===== src/rtl/l2_req_arbiter_if.sv =====
// L1/L2/memory handshake bundle for l2_req_arbiter.
// slave = arbiter side, master = requesters plus L2 array and memory.
interface l2_req_arbiter_if #(
  parameter int ADDR_W = 16,
  parameter int LINE_W = 256
);
  logic [1:0]        req_to_l2;
  logic [ADDR_W-1:0] addr0;
  logic [ADDR_W-1:0] addr1;
  logic [1:0]        ack_to_l1;
  logic [ADDR_W-1:0] addr_tag;
  logic [LINE_W-1:0] data;
  logic              err_to_l1;
  logic              l2_req;
  logic [ADDR_W-1:0] l2_addr;
  logic              l2_ack;
  logic              l2_hit;
  logic [LINE_W-1:0] l2_data;
  logic              l2_fill;
  logic [LINE_W-1:0] fill_data;
  logic              mem_req;
  logic [ADDR_W-1:0] mem_addr;
  logic              mem_ack;
  logic [LINE_W-1:0] mem_data;

  modport slave (
    input  req_to_l2, addr0, addr1, l2_ack, l2_hit, l2_data, mem_ack, mem_data,
    output ack_to_l1, addr_tag, data, err_to_l1, l2_req, l2_addr, l2_fill,
           fill_data, mem_req, mem_addr
  );

  modport master (
    output req_to_l2, addr0, addr1, l2_ack, l2_hit, l2_data, mem_ack, mem_data,
    input  ack_to_l1, addr_tag, data, err_to_l1, l2_req, l2_addr, l2_fill,
           fill_data, mem_req, mem_addr
  );
endinterface


===== src/rtl/l2_req_arbiter.sv =====
// Two-requester round-robin L2 sequencer: lookup, miss fetch, fill, return; one txn in flight.
// Optional memory-wait timeout enabled by defining L2_ARB_TIMEOUT_EN.
module l2_req_arbiter #(
  parameter int ADDR_W         = 16,
  parameter int LINE_W         = 256,
  parameter int TIMEOUT_CYCLES = 255
) (
  input logic            i_clk,
  input logic            i_rst,
  l2_req_arbiter_if.slave bus
);

  typedef enum logic [1:0] {IDLE, LOOKUP, MEM_WAIT, RESP} state_t;

  state_t            r_state, w_state_nxt;
  logic              r_rr, w_rr_nxt;
  logic              r_owner, w_owner_nxt;
  logic              w_grant;
  logic [1:0]        r_ack, w_ack_nxt;
  logic              r_fill, w_fill_nxt;
  logic              r_l2_req, w_l2_req_nxt;
  logic              r_mem_req, w_mem_req_nxt;
  logic [ADDR_W-1:0] r_addr, w_addr_nxt;
  logic [LINE_W-1:0] r_data, w_data_nxt;
  logic [LINE_W-1:0] r_fill_data, w_fill_data_nxt;

`ifdef L2_ARB_TIMEOUT_EN
  localparam int CW = $clog2(TIMEOUT_CYCLES + 1);
  localparam logic [CW-1:0] CNT_LAST = CW'(TIMEOUT_CYCLES - 1);
  logic [CW-1:0] r_cnt, w_cnt_nxt;
  logic          r_err, w_err_nxt;
`endif

  always_ff @(posedge i_clk) begin
    if (i_rst) begin
      r_state     <= IDLE;
      r_rr        <= 1'b0;
      r_owner     <= 1'b0;
      r_ack       <= 2'b00;
      r_fill      <= 1'b0;
      r_l2_req    <= 1'b0;
      r_mem_req   <= 1'b0;
      r_addr      <= '0;
      r_data      <= '0;
      r_fill_data <= '0;
`ifdef L2_ARB_TIMEOUT_EN
      r_cnt       <= '0;
      r_err       <= 1'b0;
`endif
    end else begin
      r_state     <= w_state_nxt;
      r_rr        <= w_rr_nxt;
      r_owner     <= w_owner_nxt;
      r_ack       <= w_ack_nxt;
      r_fill      <= w_fill_nxt;
      r_l2_req    <= w_l2_req_nxt;
      r_mem_req   <= w_mem_req_nxt;
      r_addr      <= w_addr_nxt;
      r_data      <= w_data_nxt;
      r_fill_data <= w_fill_data_nxt;
`ifdef L2_ARB_TIMEOUT_EN
      r_cnt       <= w_cnt_nxt;
      r_err       <= w_err_nxt;
`endif
    end
  end

  // Next-state logic computes the next value of every output register.
  always_comb begin
    w_state_nxt     = r_state;
    w_rr_nxt        = r_rr;
    w_owner_nxt     = r_owner;
    w_ack_nxt       = r_ack;
    w_fill_nxt      = r_fill;
    w_l2_req_nxt    = r_l2_req;
    w_mem_req_nxt   = r_mem_req;
    w_addr_nxt      = r_addr;
    w_data_nxt      = r_data;
    w_fill_data_nxt = r_fill_data;
`ifdef L2_ARB_TIMEOUT_EN
    w_cnt_nxt       = r_cnt;
    w_err_nxt       = r_err;
`endif
    w_grant = (bus.req_to_l2 == 2'b11) ? r_rr : bus.req_to_l2[1];

    case (r_state)
      IDLE: begin
        if (|bus.req_to_l2) begin
          w_owner_nxt  = w_grant;
          w_addr_nxt   = w_grant ? bus.addr1 : bus.addr0;
          w_l2_req_nxt = 1'b1;
          w_state_nxt  = LOOKUP;
        end
      end
      LOOKUP: begin
        if (bus.l2_ack) begin
          w_l2_req_nxt = 1'b0;
          if (bus.l2_hit) begin
            w_data_nxt  = bus.l2_data;
            w_ack_nxt   = {r_owner, ~r_owner};
            w_state_nxt = RESP;
          end else begin
            w_mem_req_nxt = 1'b1;
`ifdef L2_ARB_TIMEOUT_EN
            w_cnt_nxt     = '0;
`endif
            w_state_nxt   = MEM_WAIT;
          end
        end
      end
      MEM_WAIT: begin
        if (bus.mem_ack) begin
          w_mem_req_nxt   = 1'b0;
          w_data_nxt      = bus.mem_data;
          w_fill_data_nxt = bus.mem_data;
          w_fill_nxt      = 1'b1;
          w_ack_nxt       = {r_owner, ~r_owner};
          w_state_nxt     = RESP;
        end
`ifdef L2_ARB_TIMEOUT_EN
        else if (r_cnt == CNT_LAST) begin
          w_mem_req_nxt = 1'b0;
          w_data_nxt    = '0;
          w_err_nxt     = 1'b1;
          w_ack_nxt     = {r_owner, ~r_owner};
          w_state_nxt   = RESP;
        end else begin
          w_cnt_nxt = r_cnt + 1'b1;
        end
`endif
      end
      RESP: begin
        w_ack_nxt   = 2'b00;
        w_fill_nxt  = 1'b0;
`ifdef L2_ARB_TIMEOUT_EN
        w_err_nxt   = 1'b0;
`endif
        w_rr_nxt    = ~r_owner;
        w_state_nxt = IDLE;
      end
      default: w_state_nxt = IDLE;
    endcase
  end

  assign bus.ack_to_l1 = r_ack;
  assign bus.addr_tag  = r_addr;
  assign bus.l2_addr   = r_addr;
  assign bus.mem_addr  = r_addr;
  assign bus.data      = r_data;
  assign bus.fill_data = r_fill_data;
  assign bus.l2_fill   = r_fill;
  assign bus.l2_req    = r_l2_req;
  assign bus.mem_req   = r_mem_req;
`ifdef L2_ARB_TIMEOUT_EN
  assign bus.err_to_l1 = r_err;
`else
  assign bus.err_to_l1 = 1'b0;
`endif

endmodule


===== src/flat_wrapper.sv =====
// flat-port wrapper written by rule: the top's interface ports become plain ports
module l2_req_arbiter_flat 
#(
  parameter int ADDR_W         = 16,
  parameter int LINE_W         = 256,
  parameter int TIMEOUT_CYCLES = 255
)
  (i_clk, i_rst, bus_req_to_l2, bus_addr0, bus_addr1, bus_l2_ack, bus_l2_hit, bus_l2_data, bus_mem_ack, bus_mem_data, bus_ack_to_l1, bus_addr_tag, bus_data, bus_err_to_l1, bus_l2_req, bus_l2_addr, bus_l2_fill, bus_fill_data, bus_mem_req, bus_mem_addr);
  l2_req_arbiter_if #(.ADDR_W(ADDR_W), .LINE_W(LINE_W)) bus_i ();
  input logic i_clk;
  input logic i_rst;
  input wire logic [$bits(bus_i.req_to_l2)-1:0] bus_req_to_l2;
  input wire logic [$bits(bus_i.addr0)-1:0] bus_addr0;
  input wire logic [$bits(bus_i.addr1)-1:0] bus_addr1;
  input wire logic [$bits(bus_i.l2_ack)-1:0] bus_l2_ack;
  input wire logic [$bits(bus_i.l2_hit)-1:0] bus_l2_hit;
  input wire logic [$bits(bus_i.l2_data)-1:0] bus_l2_data;
  input wire logic [$bits(bus_i.mem_ack)-1:0] bus_mem_ack;
  input wire logic [$bits(bus_i.mem_data)-1:0] bus_mem_data;
  output wire logic [$bits(bus_i.ack_to_l1)-1:0] bus_ack_to_l1;
  output wire logic [$bits(bus_i.addr_tag)-1:0] bus_addr_tag;
  output wire logic [$bits(bus_i.data)-1:0] bus_data;
  output wire logic [$bits(bus_i.err_to_l1)-1:0] bus_err_to_l1;
  output wire logic [$bits(bus_i.l2_req)-1:0] bus_l2_req;
  output wire logic [$bits(bus_i.l2_addr)-1:0] bus_l2_addr;
  output wire logic [$bits(bus_i.l2_fill)-1:0] bus_l2_fill;
  output wire logic [$bits(bus_i.fill_data)-1:0] bus_fill_data;
  output wire logic [$bits(bus_i.mem_req)-1:0] bus_mem_req;
  output wire logic [$bits(bus_i.mem_addr)-1:0] bus_mem_addr;
  assign bus_i.req_to_l2 = bus_req_to_l2;
  assign bus_i.addr0 = bus_addr0;
  assign bus_i.addr1 = bus_addr1;
  assign bus_i.l2_ack = bus_l2_ack;
  assign bus_i.l2_hit = bus_l2_hit;
  assign bus_i.l2_data = bus_l2_data;
  assign bus_i.mem_ack = bus_mem_ack;
  assign bus_i.mem_data = bus_mem_data;
  assign bus_ack_to_l1 = bus_i.ack_to_l1;
  assign bus_addr_tag = bus_i.addr_tag;
  assign bus_data = bus_i.data;
  assign bus_err_to_l1 = bus_i.err_to_l1;
  assign bus_l2_req = bus_i.l2_req;
  assign bus_l2_addr = bus_i.l2_addr;
  assign bus_l2_fill = bus_i.l2_fill;
  assign bus_fill_data = bus_i.fill_data;
  assign bus_mem_req = bus_i.mem_req;
  assign bus_mem_addr = bus_i.mem_addr;
  l2_req_arbiter #(.ADDR_W(ADDR_W), .LINE_W(LINE_W), .TIMEOUT_CYCLES(TIMEOUT_CYCLES)) u_core (.i_clk(i_clk), .i_rst(i_rst), .bus(bus_i));
endmodule

===== config.mk =====
export PLATFORM = sky130hd
export DESIGN_NAME = l2_req_arbiter_flat
export DESIGN_NICKNAME = d
export VERILOG_FILES = /design/src/rtl/l2_req_arbiter_if.sv /design/src/rtl/l2_req_arbiter.sv /design/src/flat_wrapper.sv
export SDC_FILE = /design/constraint.sdc
export NUM_CORES = 1
export LEC_CHECK = 0
export CORE_AREA = 2 2 438 440
export DETAILED_ROUTE_END_ITERATION = 8
export DIE_AREA = 0 0 440 442
export PLACE_DENSITY = 0.33
export SETUP_SLACK_MARGIN = 0.5
export SYNTH_ARGS = -nofsm -noshare
export SYNTH_HDL_FRONTEND = slang
export SYNTH_SLANG_ARGS = --single-unit

===== constraint.sdc =====
create_clock -name i_clk -period 4.3 [get_ports i_clk]
set_input_delay 0.86 -clock i_clk [delete_from_list [all_inputs] [get_ports i_clk]]
set_output_delay 0.86 -clock i_clk [all_outputs]
set_load 0.01 [all_outputs]

==> impl_results.md, run 1 <==
- Residual DRC: 0
- Min Tclk post-route: 2.69 ns
- Maximum clock rate: 371 MHz
- Layout Area Growth over Synthesis: 77.6%
- Post-CTS setup buffers: 0
- Mapped Cells: 2417
- Warnings from Yosys: 0
- Max Slew Vio Count: 0
- Die width: 440 um
- Syn_area_per_cell: 8.80 um2
- Met2 GRT Util: 24.3%
- Post-CTS Hold Fix Bufs: 0
- Sum Neg Setup Slack: 0 ns
- Via/cell ratio: 3.50
- Clock buffer depth: 3
- Static Leakage: 12.2 nW
- Dpl cell area: 0.0351 mm2
- Clk_lat worst skew: 0.69 ns
- Overflow after GRT: 0
- Top Usage Layer GRT: met2
- Worst path required time: 3.44 ns
- Worst-Margin Slew: 1.00 ns
- Worst hold margin: 0.451 ns
- Number of setup violations in the final report: 0
- First-pass GRT wire length: 183 mm
- Crit. End Element: output pin
- Drt initial violations: 766
- Fillers: 20900
- Arrival time at the worst endpoint: 1.83 ns
- Hold Path Cell Cnt: 2
- Leading area contributor after synthesis: dfxtp_1
- GR Layer Usage met3: 4.13%
- Site row count: 160
- Vias in the first global route: 21000
- WP buf/inv: 1
- Pwr Density: 618 mW/mm2
- # IOs: 1117
- CTS clk-pin slew, worst paths: 0.06 ns
- Port Buf Inserts: 1115
- R2R cell count: 7
- RSZ-0062 raised after global routing: false
- Worst path slowest cell: clkdlybuf4s50_1
- Gr usage total: 13.5%
- Worst Hold Class: flop to flop
- Num CTS Buffers: 80
- Fraction of layout cells with a size suffix above 1: 5.03%
- Distinct cells, synth: 29
- Crit-path max FO: 4
- Die area: 0.194 mm2
- CTS tree: done
- Critical path type: flop to output pin
- Routed Wire Length: 136 mm
- Top cells by area in the synthesized netlist: dfxtp_1 (51%), mux2i_1 (13%), a211oi_1 (9.6%)
- Syn nets: 2975
- Post-synth top area share: 50.5%
- Initial antenna violation count: 48
- Post-route cell area: 0.0378 mm2
- Clk Tree Root Cell: clkbuf_16
- Starting Density: 11.2%
- Drt first pass iters: 5
- Sequential area share after synthesis: 50.5%
- Vias: 21000
- Peak per-stage delay on the critical path: 0.61 ns
- Largest net degree at the start of global routing: 132
- Fin crit share: 62.6%
- Final Hold Viols: 0
- Mapped cell area: 0.0213 mm2
- Wire per inst: 22.6 um
- CTS H-tree lvls: 3
- Post-DRT Antenna Nets: 0
- Clock Sinks: 537
- CP Launch Type: flop
- GP Congestion: 0.840
- Kind of cell adding the most delay to the critical path: buffers and inverters
- Outcome: complete, no violations
- Die span in y: 442 um
- Post_cts resized: 0
- Synth Register Bits: 537
- Max_cap viols: 0
- Worst Skew: 0.0223 ns
- Worst vdd ir: 0.340 mV
- Nets: 3972
- Max transition margin: 33.3%
- Core area: 0.190 mm2
- Number of cells on the critical path: 1
- Critical path, cell by cell: clkdlybuf4s50_1
- Detailed Place HPWL: 104 mm
- Met1 Use GR: 14.8%
-- state kept, by name, indices dropped and copies added (netlist names) --
signal,cells
u_core.r_state,2
u_core.bus.mem_req,1
u_core.bus.fill_data,256
u_core.bus.l2_req,1
u_core.bus.ack_to_l1,2
u_core.bus.l2_fill,1
u_core.bus.data,256
u_core.bus.addr_tag,16
u_core.r_rr,1
u_core.r_owner,1
-- layout by cell type, fill, tap and decap left out, types with 2 or more instances in the layout --
master,n
a211oi_1,273
nor2b_1,3
dfxtp_1,537
clkinvlp_4,2
inv_6,3
bufinv_16,6
clkbuf_16,83
ha_1,6
mux2i_1,277
or3_1,2
nand2_1,512
a31oi_1,2
buf_12,25
clkdlybuf4s50_1,1114
a21oi_1,258
clkinv_2,14
buf_4,15
clkbuf_1,19
clkbuf_8,13
clkinv_4,3
diode_2,7
clkinv_8,2
inv_1,7
nor2_1,283
-- cell families (layout without fill, tap and decap cells) --
kind of cell / Yosys count / count (layout) / share of synthesized area, %
other cells: 1 / 8 / 0.0176
mux: 277 / 277 / 13.0
simple gates: 807 / 807 / 14.4
buf+inv: 247 / 1308 / 5.56
fa+ha+maj: 7 / 7 / 0.412
flops: 537 / 537 / 50.5
compound gates: 541 / 541 / 16.1
-- stage by stage --
step	instances	setup WS, ns	util, %	power (mW)
4_1_cts	5989	1.46	19.9	24.0
3_5_place_dp	5843	1.14	18.5	16.8
3_3_place_gp	5843	1.17	18.5	16.7
2_1_floorplan	2417	2.30	-	11.6
5_1_grt	5996	1.35	19.9	24.8
6_report	5996	1.61	19.9	23.4
-- final cells by class --
cell class,count,area (um2),share of cell area (%)
diodes,7,17.5,0.0463
clock buffers,115,2330,6.16
clock inverters,31,380,1.01
inverters,7,26.3,0.0695
multi-input cells,1633,9380,24.8
flip-flops and latches,537,10800,28.4
well taps,2511,3140,8.31
repair buffers,1155,11800,31.2
-- final timing paths --
kind	start	to	slack (ns)
setup / recovery	u_core.bus.addr_tag[9]$_SDFFE_PP0P_	bus_l2_addr[9]	1.61
hold / removal	u_core.bus.fill_data[213]$_SDFFE_PP0P_	u_core.bus.fill_data[213]$_SDFFE_PP0P_	0.45
setup reg to reg	u_core.r_state[0]$_SDFFE_PP0P_	u_core.bus.data[236]$_SDFFE_PP0P_	1.66
hold reg to reg	u_core.bus.fill_data[213]$_SDFFE_PP0P_	u_core.bus.fill_data[213]$_SDFFE_PP0P_	0.45
-- Yosys cell counts, drive strengths merged --
| cell type | number |
|---|---|
| buf | 113 |
| nor3b | 1 |
| a31oi | 2 |
| o31ai | 1 |
| a21boi | 1 |
| ha | 7 |
| nand2b | 1 |
| a211oi | 273 |
| o21ai | 1 |
| and2b | 1 |
| inv | 7 |
| a21oi | 259 |
| nand2 | 513 |
| dfxtp | 537 |
| a2111oi | 2 |
| nor2b | 3 |
| clkbuf | 127 |
| o22ai | 1 |
| o21a | 1 |
| mux2i | 277 |
| conb | 1 |
| and2 | 1 |
| or3 | 2 |
| nor2 | 284 |
| nand3 | 1 |
-- per-layer routing --
layer | vias up | part of all wire, %
li1 | 10300 | -
met1 | 9799 | 39
met2 | 655 | 52
met3 | 176 | 6.9
met4 | 42 | 2.5
met5 | - | 0.19
-- worst min-delay path: stages, from the launching register on --
cell	delay (ns)
dfxtp_1	0.30
nand2_1	0.05
a21oi_1	0.05
-- where the power goes --
group / internal (mW) / switching, mW / leakage [nW]
logic: 4.43 / 5.01 / 6.47
registers: 6.24 / 0.743 / 4.37
clock network: 4.14 / 2.81 / 1.33
(Power assumes the default switching activity.)
==> run 2, diff against run 1 <==
PLACE_DENSITY = 0.34   (was 0.33)
clock period = 2.24 ns   (was 4.3 ns; I/O delays follow)
==> run 2 against run 1 <==
  * Global-route usage grew 0.32 points
  * Combinational power grew 140%
  * Count of clock-buffer cells in the layout grew 3
  * Highest routed layer unchanged
==> impl_results.md, run 2 (same netlist as run 1, synthesis figures left out) <==
- Overflow after GRT: 0
- # IOs: 1117
- Maximum clock rate: 492 MHz
- Crit-path max FO: 7
- Fin crit share: 90.8%
- GP Congestion: 0.866
- CTS clk-pin slew, worst paths: 0.06 ns
- Starting Density: 11.2%
- Hold Crit Start: i_rst
- CTS tree: done
- Post-DRT Antenna Nets: 0
- Final WS setup: 0.207 ns
- Most frequent cells in the layout: clkdlybuf4s50_1 (549), nand2_1 (509), dfxtp_1 (463), clkbuf_2 (449), mux2i_1 (276)
- Most common cell after layout, fill and taps aside: clkdlybuf4s50_1
- Max transition margin: 63.3%
- Clk Tree Root Cell: clkbuf_16
- Outcome: complete, no violations
- Worst Skew: 0.0241 ns
- Via/cell ratio: 3.65
- Crit. End Element: flop
- Clk_lat worst skew: 0.69 ns
- First-pass GRT wire length: 187 mm
- Post-CTS Hold Fix Bufs: 0
- Min Tclk post-route: 2.03 ns
- Critical path type: flop to flop
- Residual DRC: 0
- Die span in y: 442 um
- CP Launch Type: flop
- Pwr Density: 1250 mW/mm2
- Worst path required time: 2.78 ns
- Site row count: 160
- Gr usage total: 13.8%
- Layout Area Growth over Synthesis: 86.1%
- Port Buf Inserts: 1115
- Initial antenna violation count: 40
- Pwr Total: 49.5 mW
- Post-route cell area: 0.0396 mm2
- Drt initial violations: 993
- Routed Wire Length: 152 mm
- Die width: 440 um
- Clock buffer depth: 3
- Final Hold Viols: 0
- Worst-Margin Slew: 0.550 ns
- DP Worst Slack: -0.199 ns
- Detailed Place HPWL: 112 mm
- Vias: 22700
- CTS H-tree lvls: 3
- Vias in the first global route: 21500
- RSZ-0062 raised after global routing: true
- Crit path launch: u_core.r_state[1]$_SDFFE_PP0P_
- Clock Sinks: 537
- Arrival time at the worst endpoint: 2.57 ns
- Wire per inst: 24.4 um
- Largest net degree at the start of global routing: 69
- Drt first pass iters: 5
- Worst hold margin: 0.185 ns
- Max_cap viols: 0
- Worst Hold Class: input port to flop
- Number of setup violations in the final report: 0
- Num CTS Buffers: 77
- Fraction of layout cells with a size suffix above 1: 32.6%
- Nets: 4182
- Core area: 0.190 mm2
- Die area: 0.194 mm2
- Worst vdd ir: 0.501 mV
- Startpoint of the worst register-to-register path: u_core.r_state[1]$_SDFFE_PP0P_
- Max Slew Vio Count: 0
- Dpl cell area: 0.0361 mm2
- Static Leakage: 14.7 nW
## run 2: what timing repair did
action / 4_1_cts / 5_1_grt
pin swaps: 0 / 106
gates resized for setup: 1038 / 1327
gates cloned: 0 / 51
endpoints found under the hold margin: 0 / 0
buffers inserted: 6 / 57
endpoints found under the setup margin: 940 / 991
## run 2: worst paths after layout
check | end | slack (ns) | cells after the start
hold / removal | u_core.bus.fill_data[176]$_SDFFE_PP0P_ | 0.18 | 2
setup reg to reg | u_core.bus.data[77]$_SDFFE_PP0P_ | 0.21 | 10
setup / recovery | u_core.bus.data[77]$_SDFFE_PP0P_ | 0.21 | 10
hold reg to reg | u_core.bus.fill_data[195]$_SDFFE_PP0P_ | 0.45 | 2
## run 2: area by class of cell
cell class,instances,area [um2]
diodes,10,25.0
repair buffers,1368,12700
multi-input cells,1633,10300
inverters,7,31.3
clock buffers,118,2300
flip-flops and latches,537,10900
clock inverters,22,297
well taps,2511,3140
fillers,21100,150000
## run 2: routing by layer
layer  GRT usage [%]  share of wire (%)
met5               0               0.17
met2            25.0                 51
met3            4.14                6.3
met4            3.98                2.7
met1            15.3                 39
## run 2: critical path: stages, from the launching register on
cell and delay, ns:
dfxtp_2 0.32, buf_6 0.12, ha_4 0.17, and2b_2 0.23, a21oi_4 0.17, buf_6 0.15
buf_16 0.18, clkbuf_16 0.20, buf_8 0.11, clkbuf_16 0.14, a211oi_2 0.06
## run 2: report_power, final
group / internal (mW) / switching (mW) / leakage [nW]
Sequential: 12.1 / 1.66 / 4.41
Clock: 7.57 / 5.23 / 1.28
Combinational: 10.7 / 12.2 / 9.06
## run 2: through the flow
stage	instances	utilization, %	setup TNS, ns
6_report	6206	20.9	0
3_3_place_gp	5942	19.0	-19.94
5_1_grt	6203	20.9	0
3_5_place_dp	5942	19.0	-20.21
4_1_cts	6088	20.1	0
2_1_floorplan	2417	-	0
==> run 3, diff against run 2 <==
CAP_MARGIN = 20   (was not set)
==> results of run 3 <==
Final layout, timing and power as in run 2 (identical DEF).
